===== src/rtl/seg_operand_decoder.sv =====
// seg_operand_decoder: turns two active-low seven-segment digits (tens, ones) into a 5-bit operand
module seg_operand_decoder (
    input  logic       clk,
    input  logic       reset,
    input  logic       in_val,
    output logic       in_rdy,
    input  logic [6:0] in_seg,
    output logic       out_val,
    input  logic       out_rdy,
    output logic [4:0] out_value,
    output logic       out_err
);
    typedef enum logic [1:0] {TENS, ONES, RESULT} state_t;
    state_t state, state_nxt;
    logic [3:0] tens, ones;
    logic       tens_bad, ones_bad;
    logic [4:0] dec;
    logic [6:0] value;
    logic       err;
    // {invalid, digit}; unknown patterns report invalid with digit 0
    function automatic logic [4:0] decode(input logic [6:0] s);
        case (s)
            7'b100_0000: decode = 5'd0;
            7'b111_1001: decode = 5'd1;
            7'b010_0100: decode = 5'd2;
            7'b011_0000: decode = 5'd3;
            7'b001_1001: decode = 5'd4;
            7'b001_0010: decode = 5'd5;
            7'b000_0010: decode = 5'd6;
            7'b111_1000: decode = 5'd7;
            7'b000_0000: decode = 5'd8;
            7'b001_0000: decode = 5'd9;
            default:     decode = 5'h10;
        endcase
    endfunction
    assign dec   = decode(in_seg);
    assign value = 7'(tens) * 7'd10 + 7'(ones);
    assign err   = tens_bad | ones_bad | (value > 7'd31);
    // state register
    always_ff @(posedge clk or negedge reset) begin
        if (!reset) state <= TENS;
        else        state <= state_nxt;
    end
    // latch each digit and its invalid flag as it is accepted
    always_ff @(posedge clk or negedge reset) begin
        if (!reset) begin
            tens     <= 4'd0;
            ones     <= 4'd0;
            tens_bad <= 1'b0;
            ones_bad <= 1'b0;
        end else if (in_val && state == TENS) begin
            tens     <= dec[3:0];
            tens_bad <= dec[4];
        end else if (in_val && state == ONES) begin
            ones     <= dec[3:0];
            ones_bad <= dec[4];
        end
    end
    // next state and outputs, all decoded from state and latched digits
    always_comb begin
        state_nxt = state;
        in_rdy    = 1'b1;
        out_val   = 1'b0;
        out_value = 5'd0;
        out_err   = 1'b0;
        case (state)
            TENS:    state_nxt = in_val ? ONES : TENS;
            ONES:    state_nxt = in_val ? RESULT : ONES;
            RESULT: begin
                in_rdy    = 1'b0;
                out_val   = 1'b1;
                out_err   = err;
                out_value = err ? 5'd0 : value[4:0];
                state_nxt = out_rdy ? TENS : RESULT;
            end
            default: state_nxt = TENS;
        endcase
    end
endmodule


===== config.mk =====
export PLATFORM = sky130hd
export DESIGN_NAME = seg_operand_decoder
export DESIGN_NICKNAME = d
export VERILOG_FILES = /design/src/rtl/seg_operand_decoder.sv
export SDC_FILE = /design/constraint.sdc
export NUM_CORES = 1
export LEC_CHECK = 0
export ABC_AREA = 1
export CAP_MARGIN = 40
export CORE_MARGIN = 2
export CORE_UTILIZATION = 51
export DETAILED_ROUTE_END_ITERATION = 8
export PLACE_DENSITY = 0.79
export SYNTH_ARGS = -nofsm -noshare
export SYNTH_HDL_FRONTEND = slang
export SYNTH_SLANG_ARGS = --single-unit

===== constraint.sdc =====
create_clock -name clk -period 2.6 [get_ports clk]
set_input_delay 0.26 -clock clk [delete_from_list [all_inputs] [get_ports clk]]
set_output_delay 0.26 -clock clk [all_outputs]
set_load 0.1 [all_outputs]

Word-level counts from Yosys, hierarchy flattened
Cells that the tools add are included.
{"block": "word_totals", "in_bits": 11, "register_bits": 12, "output_inout_bits": 8, "word_cells": 37}
{"block": "classes", "n_eq_ne": 11, "bitwise_logic": 3, "mul": 1, "magnitude_cmp": 1, "n_mux": 10, "n_reduce_logical": 5, "n_addsub": 1}
{"op": "5-bit case mux with 10 select lines", "n": 1}
{"op": "7-bit by 5-bit == test with 1-bit output (second input constant)", "n": 3}
{"op": "7-bit == test (second input constant)", "n": 3}
{"op": "7-bit by 6-bit == test with 1-bit output (second input constant)", "n": 2}
{"op": "5-bit 2-to-1 mux", "n": 2}
{"op": "7-bit by 4-bit adder with 7-bit output", "n": 1}
{"op": "7-bit by 2-bit == test with 1-bit output (second input constant)", "n": 1}
{"op": "7-bit by 5-bit > comparator with 1-bit output (second input constant)", "n": 1}
{"op": "7-bit logical NOT", "n": 1}
{"op": "4-bit by 3-bit multiplier with 6-bit output (second input constant)", "n": 1}
{"op": "2-bit case mux with 3 select lines", "n": 1}
{"op": "1-bit 2-to-1 mux", "n": 4}
{"op": "2-bit 2-to-1 mux", "n": 2}
{"op": "2-bit by 1-bit == test with 1-bit output (second input constant)", "n": 1}
{"op": "2-bit == test (second input constant)", "n": 1}
{"op": "1-bit logical AND", "n": 2}
{"op": "2-bit logical NOT", "n": 1}
{"op": "1-bit bitwise OR", "n": 2}
{"op": "2-bit AND reduction", "n": 1}
{"op": "1-bit NOT", "n": 1}

Logic depth before layout (Yosys ltp)
Gate-level depths: netlist of run 1.
{"block": "logic_depth", "depth_word": 6, "depth_mapped": 11, "depth_no_buf": 11}

Least setup slack after synthesis of run 1
No wires, ideal clock.
{"block": "synth_timing", "path_kind": "register to output", "from": "register tens[1]", "to": "output out_err", "arrival_ns": 3.223, "path_buffers": 0, "path_stages_with_launch": 10, "required_ns": 2.340, "path_slack_ns": -0.883, "path_cell_list": "dfrtp_1 ha_1 ha_1 fa_1 nand2_1 inv_2 nand3_1 nand3_1 nand2_1 a21oi_1"}
{"block": "synth_via", "elab_chain_len": 5}
{"item": "start: declaration", "line_no": "15", "source": "logic [3:0] tens, ones;"}
{"item": "start signal: assignment", "line_no": "52", "source": "tens <= dec[3:0];"}
{"item": "4-bit by 3-bit multiplier with 6-bit output", "line_no": "37", "source": "assign value = 7'(tens) * 7'd10 + 7'(ones);"}
{"item": "7-bit by 4-bit adder with 7-bit output", "line_no": "37"}
{"item": "7-bit by 5-bit > comparator with 1-bit output", "line_no": "38", "source": "assign err = tens_bad | ones_bad | (value > 7'd31);"}
{"item": "1-bit bitwise OR", "line_no": "38"}
{"item": "1-bit 2-to-1 mux", "line_no": "66", "source": "case (state)"}
{"item": "end: declaration", "line_no": "11", "source": "output logic out_err"}
Every way passes these cells.

Worst setup path in the final report of run 1
{"block": "layout_timing", "from": "register tens[3]", "to": "output out_value[4]"}
{"block": "layout_via", "elab_chain_len": 6}
{"item": "4-bit by 3-bit multiplier with 6-bit output *", "line_no": "37"}
{"item": "7-bit by 4-bit adder with 7-bit output *", "line_no": "37"}
{"item": "7-bit by 5-bit > comparator with 1-bit output", "line_no": "38"}
{"item": "1-bit bitwise OR", "line_no": "38"}
{"item": "5-bit 2-to-1 mux *", "line_no": "73", "source": "out_value = err ? 5'd0 : value[4:0];"}
{"item": "5-bit 2-to-1 mux *", "line_no": "66"}
{"item": "end: declaration", "line_no": "10", "source": "output logic [4:0] out_value,"}
Every way passes the cells marked *; elsewhere a longest branch is shown, timed or not.

==> results of run 1 <==
[state kept, by name, summed over array words and instances, names as in the netlist]
signal	cells
ones_bad	1
ones	4
state	2
tens	4
tens_bad	1
[worst paths after layout]
path / endpoint / cells after the start / slack [ns]
min in group clk: ones[0] / 2 / 0.50
max reg2reg: ones[3] / 6 / 1.41
min reg2reg: ones[0] / 2 / 0.50
min: tens[0] / 1 / 0.32
max in group asynchronous: tens[1] / 1 / 1.94
max: out_value[4] / 12 / -0.15
[final cells by class]
type	instances	area [sq um]	area share, %
multi-input cells	111	717	50.7
inverters	17	63.8	4.51
clock buffers	4	36.3	2.57
repair buffers	22	265	18.8
flip-flops and latches	12	300	21.2
well taps	25	31.3	2.21
[metal layers]
layer | global-route usage (%) | share of wire (%) | vias up
met5 | 0 | 0 | -
met4 | 7.03 | 2.0 | 0
met3 | 2.96 | 3.2 | 6
met2 | 45.0 | 57 | 25
met1 | 23.3 | 37 | 475
li1 | - | - | 491
[synth_stat cells]
library cell	n
nand2_1	48
dfrtp_1	12
nor2_1	12
inv_2	9
nor2_2	9
o21ai_1	9
inv_1	8
ha_1	7
nand3_1	5
a21oi_1	4
nand2_2	4
fa_1	2
nor2_4	2
o21ai_0	2
a21boi_2	1
nand2_4	1
nand3_2	1
nand4_1	1
nor3_2	1
nor3_4	1
xnor2_1	1
[power by group]
| group | internal, mW | leakage (nW) | switching (mW) |
|---|---|---|---|
| combinational | 0.143 | 0.502 | 0.344 |
| clock | 0.0851 | 0.0210 | 0.0595 |
| sequential | 0.230 | 0.159 | 0.0436 |
[cell families after synthesis]
| kind of cell | Yosys count | share of synthesized area (%) |
|---|---|---|
| compound gates | 16 | 8.68 |
| buf+inv | 17 | 6.41 |
| xor+xnor | 1 | 0.881 |
| simple gates | 85 | 41.0 |
| flops | 12 | 30.2 |
| fa+ha+maj | 9 | 12.8 |
[cells in the final DEF, fill, tap and decap left out, types with 6 or more instances in the layout]
master,n
nand2_2,7
inv_2,9
inv_1,8
nand2_1,44
dfrtp_1,12
nor2_4,8
o21ai_1,9
ha_1,6
buf_4,6
buf_12,6
clkdlybuf4s50_1,10
nor2_1,11
[per-stage QoR]
step           TNS [ns]  hold WS [ns]  setup WS [ns]  total power [mW]  instances
3_5_place_dp          0         0.477         0.0658             0.752        184
5_1_grt           -1.60         0.363         -0.275             0.955        191
4_1_cts          -0.868         0.338         -0.168             0.905        190
6_report         -0.864         0.321         -0.151             0.905        191
3_3_place_gp          0         0.466          0.122             0.738        184
2_1_floorplan    -0.120       -0.0356        -0.0425             0.625        140
[repair_timing]
item,CTS,global route
resized for setup,4,3
setup endpoints to repair,6,6
setup buffers,2,1
pin swaps,5,3
gates cloned,0,0
==> flow_summary.yaml, run 1 <==
critical_path:
  critPathBufInv: 2
  r2r_start: "state[1]"
  cp-start-kind: "flip-flop"
  crit_chain: "ha_1, ha_2, fa_1, nand2_1, inv_2, nand3_4, nand2_2, nand2_2, nand2_2, nand2_4, nor2_4, buf_12"
  crit_path_end_kind: "output port"
  arrival_ns: 2.49
  critPathMaxFanout: 5
  cpMostUsedCell: "nand2_2"
  crit_slowest_cell: "fa_1"
  cpLargestDelayFamily: "adder cells"
  crit_start: "tens[3]"
  worstSetupPathType: "reg -> out"
  cpPeakStageDelay_ns: 0.50
  critical_path_required_ns: 2.34
logic_synthesis:
  ys_seq_elements: 12
  synth_area_leader_cell: "dfrtp_1"
  synth_top_area_share_pct: 30.2
  synth_area_leaders: "dfrtp_1 30%, nand2_1 18%, ha_1 8.8%, nor2_2 5.7%, o21ai_1 4.5%"
  synthDistinctLibCells: 21
  syn_inst: 140
  synth_warnings: 0
  syn_area_per_cell_sq_um: 7.11
  synth_area_sq_um: 995
  syn-num-nets: 160
  yosysSeqAreaShare_pct: 30.2
floorplan:
  die_w_microns: 48.2
  core_sq_um: 1780
  die_h_microns: 48.2
  die_area_sq_um: 2320
  ios: 19
  start_util_pct: 55.8
  num_rows: 15
sta:
  skew_ns: 0.00634
  worst_slew_pin_slew_ns: 0.501
  fin_crit_sh_pct: 106
  layout_min_cycle_time_ns: 2.75
  grt_setup_unrepaired: "yes"
  setup_viol: 6
  fmax_mhz: 364
  finalMaxSlewViolations: 0
  hold_violations: 0
  slew_headroom_pct: 66.5
  setup_slack_ns: -0.151
clock_network:
  clk_pin_slew_ns: 0.08
  clock-sinks: 12
  cts_buffer_depth: 2
  clock_latency_ns: 0.27
  cts_tree: "yes"
  cts_buffers: 3
  cts_root_buf: "clkbuf_4"
  ctsHoldBuffers: 0
  cts_max_level: 1
outcome:
  violations: "setup timing"
  status: "finished, violations left"
global_routing:
  grt_pass1_wl_microns: 3640
  grt_overflow: 0
  grt_antenna_before_repair: 0
  grt_usage_pct: 22.4
  grt_pass1_vias: 960
  grt_max_degree: 13
placement:
  hpwl_microns: 1820
  portBuffers: 18
  place_area_sq_um: 1320
  gp_congestion: 0.804
finish:
  nNetsFinal: 187
  syn_to_final_growth_pct: 42.1
  drive_above_1_share_pct: 33.1
  fillCellCount: 124
  fin_util_pct: 79.3
  fin_area_sq_um: 1410
  antenna_cells: 0
drt:
  drtIter0Drc: 13
  routed_wl_microns: 2300
  routed_via_density: 5.22
  wl_per_cell_microns: 12.1
  drtPass1Iterations: 4
  via_count: 997
  ant_nets: 0
  drc: 0
flow_run:
  cap_violations: 0
power_and_ir_drop:
  p_leak_nw: 0.682
  ir_drop_mv: 0.589
  cellPowerDensity_nw_per_um2: 640
hold_path:
  min_path_type: "in -> async"
Power figures use the tool's default switching activity.
==> inputs of run 2 (changes only) <==
--- a/config.mk
+++ b/config.mk
@@ -8,9 +8,8 @@
 export ABC_AREA = 1
 export CAP_MARGIN = 40
 export CORE_MARGIN = 2
-export CORE_UTILIZATION = 51
+export CORE_UTILIZATION = 30
 export DETAILED_ROUTE_END_ITERATION = 8
-export PLACE_DENSITY = 0.79
 export SYNTH_ARGS = -nofsm -noshare
 export SYNTH_HDL_FRONTEND = slang
 export SYNTH_SLANG_ARGS = --single-unit
==> run 2 against run 1 <==
- the run still ends with setup timing left
- maximum frequency about the same
- sequential power is essentially flat
- clock skew increased by 0.00085 ns
- final cell count rose by 10%
- die area is 63% higher
- utilization is 33 points lower
- sequential cell count did not move
- sequential share of layout area decreased by 0.11 points
- setup slack improved by 0.0023 ns
- hold slack improved by 0.018 ns
- count of clock-buffer cells in the layout unchanged
- global-route usage shrank 10 points
- largest cell class unchanged
- largest power group unchanged
- highest routed layer unchanged
==> flow_summary.yaml, run 2 (synthesis results as in run 1) <==
floorplan:
  ios: 19
  die_area_sq_um: 3790
  die_h_microns: 61.6
  core_sq_um: 3100
  start_util_pct: 32.1
  die_w_microns: 61.6
  num_rows: 20
power_and_ir_drop:
  p_int_uw: 472
  p_leak_nw: 0.679
  ir_drop_mv: 0.185
  comb_power_share_pct: 54.6
  switchingPower_uw: 440
  cellPowerDensity_nw_per_um2: 642
  swShare_pct: 48.3
  seqPwrFrac_pct: 29.8
  power_frac_clock_pct: 15.6
drt:
  drtPass1Iterations: 4
  drtIter0Drc: 30
  routed_via_density: 4.39
  ant_nets: 0
  routed_wl_microns: 2040
  wl_per_cell_microns: 9.69
  via_count: 927
  drc: 0
sta:
  setup_viol: 6
  finalSetupTns_ns: -0.737
  worst_slew_pin_slew_ns: 0.533
  fmax_mhz: 364
  setup_slack_ns: -0.149
  finalMaxSlewViolations: 0
  fin_crit_sh_pct: 106
  skew_ns: 0.00719
  layout_min_cycle_time_ns: 2.75
  holdWs_ns: 0.338
  slew_headroom_pct: 64.4
  grt_setup_unrepaired: "yes"
  hold_violations: 0
global_routing:
  grt_usage_pct: 12.4
  grt_overflow: 0
  grt_max_degree: 13
  grt_pass1_wl_microns: 3530
  grt_antenna_before_repair: 0
  grt_pass1_vias: 892
critical_path:
  cp-start-kind: "flip-flop"
  critPathMaxFanout: 2
  critical_path_required_ns: 2.34
  r2r_start: "state[1]"
  arrival_ns: 2.49
  r2r_end: "ones[3]"
  crit_path_end_kind: "output port"
  worstSetupPathType: "reg -> out"
  reg2reg_depth: 6
  r2r_setup_slack_ns: 1.48
placement:
  pre_cts_slack_ns: 0.0830
  portBuffers: 18
  hpwl_microns: 1780
  place_area_sq_um: 1350
  gp_congestion: 0.773
finish:
  syn_to_final_growth_pct: 42.9
  multi_input_area_sq_um: 693
  nNetsFinal: 188
  reg_top3: "ones (4), tens (4), state (2)"
  seqCellArea_sq_um: 300
  final_cell_mix: "47 x nand2_1, 12 x dfrtp_1, 11 x nor2_1, 10 x clkdlybuf4s50_1"
  layout_commonest_cell: "nand2_1"
  fillCellCount: 323
  antenna_cells: 0
  drive_above_1_share_pct: 30.5
  fin_area_sq_um: 1420
hold_path:
  min_path_type: "in -> async"
outcome:
  violations: "setup timing"
  status: "finished, violations left"
clock_network:
  cts_tree: "yes"
  cts_buffer_depth: 2
  clock-sinks: 12
  cts_root_buf: "clkbuf_4"
  ctsHoldBuffers: 0
  clock_latency_ns: 0.27
  cts_max_level: 1
  clk_pin_slew_ns: 0.07
  cts_buffers: 3
flow_run:
  cap_violations: 0
## run 2: cell types whose count changed in the layout (fill, tap and decap cells not counted)
| cell | before | now |
|---|---|---|
| xnor2_2 | 1 | 0 |
| nand3_1 | 3 | 4 |
| nor2_2 | 4 | 5 |
| nand2_1 | 44 | 47 |
| nor2_4 | 8 | 7 |
| nand2_4 | 2 | 1 |
| nand2_2 | 7 | 4 |
| nand3_4 | 1 | 0 |
| xnor2_1 | 0 | 1 |
| buf_4 | 6 | 7 |
| nand2_8 | 0 | 1 |
## run 2: power by group through the flow
stage | registers [mW] | clock network (mW) | logic, mW
finish | 0.272 | 0.142 | 0.498
global route | 0.278 | 0.158 | 0.541
CTS | 0.272 | 0.147 | 0.489
detailed placement | 0.276 | 0 | 0.486
global placement | 0.274 | 0 | 0.479
floorplan | 0.269 | 0 | 0.356
## run 2: through the flow
| stage | util, % | power (mW) | cells |
|---|---|---|---|
| global placement | 43.6 | 0.753 | 204 |
| floorplan | - | 0.625 | 140 |
| finish | 45.8 | 0.912 | 211 |
| global route | 45.8 | 0.978 | 211 |
| CTS | 45.3 | 0.907 | 210 |
| detailed placement | 43.6 | 0.761 | 204 |
## run 2: final cells by class
class                           instances  share of cell area (%)
Tap cell                               44                    3.87
Multi-Input combinational cell        111                    48.8
Sequential cell                        12                    21.1
Timing Repair Buffer                   23                    19.2
Inverter                               17                    4.49
Clock buffer                            4                    2.55
## run 2: worst max-delay path: stages (launching register included)
cell	delay (ns)
dfrtp_1	0.38
ha_1	0.30
ha_2	0.19
fa_1	0.50
nand2_1	0.06
inv_2	0.06
nand3_2	0.07
nand3_1	0.08
nand2_2	0.10
buf_4	0.15
a21oi_4	0.13
buf_12	0.19
## run 2: per-layer routing
metal  part of all wire, %  GRT usage [%]
met1                    42           13.7
met5                     0              0
met2                    53           24.2
met4                   1.6           4.56
met3                   3.3           1.26
## run 2: worst max-delay path by stage
stage | to | slack [ns] | from | depth (start not counted)
2_1_floorplan | out_value[0] | -0.04 | tens[1] | 11
3_3_place_gp | out_value[0] | 0.13 | tens[3] | 12
3_5_place_dp | out_value[0] | 0.08 | tens[3] | 12
4_1_cts | out_value[2] | -0.15 | tens[3] | 12
5_1_grt | out_value[4] | -0.27 | tens[1] | 12
6_report | out_err | -0.15 | tens[3] | 11
## run 2: what timing repair did
| item | CTS | global route |
|---|---|---|
| setup endpoints to repair | 6 | 6 |
| resized for setup | 0 | 1 |
| setup buffers | 2 | 1 |
| pin swaps | 6 | 3 |
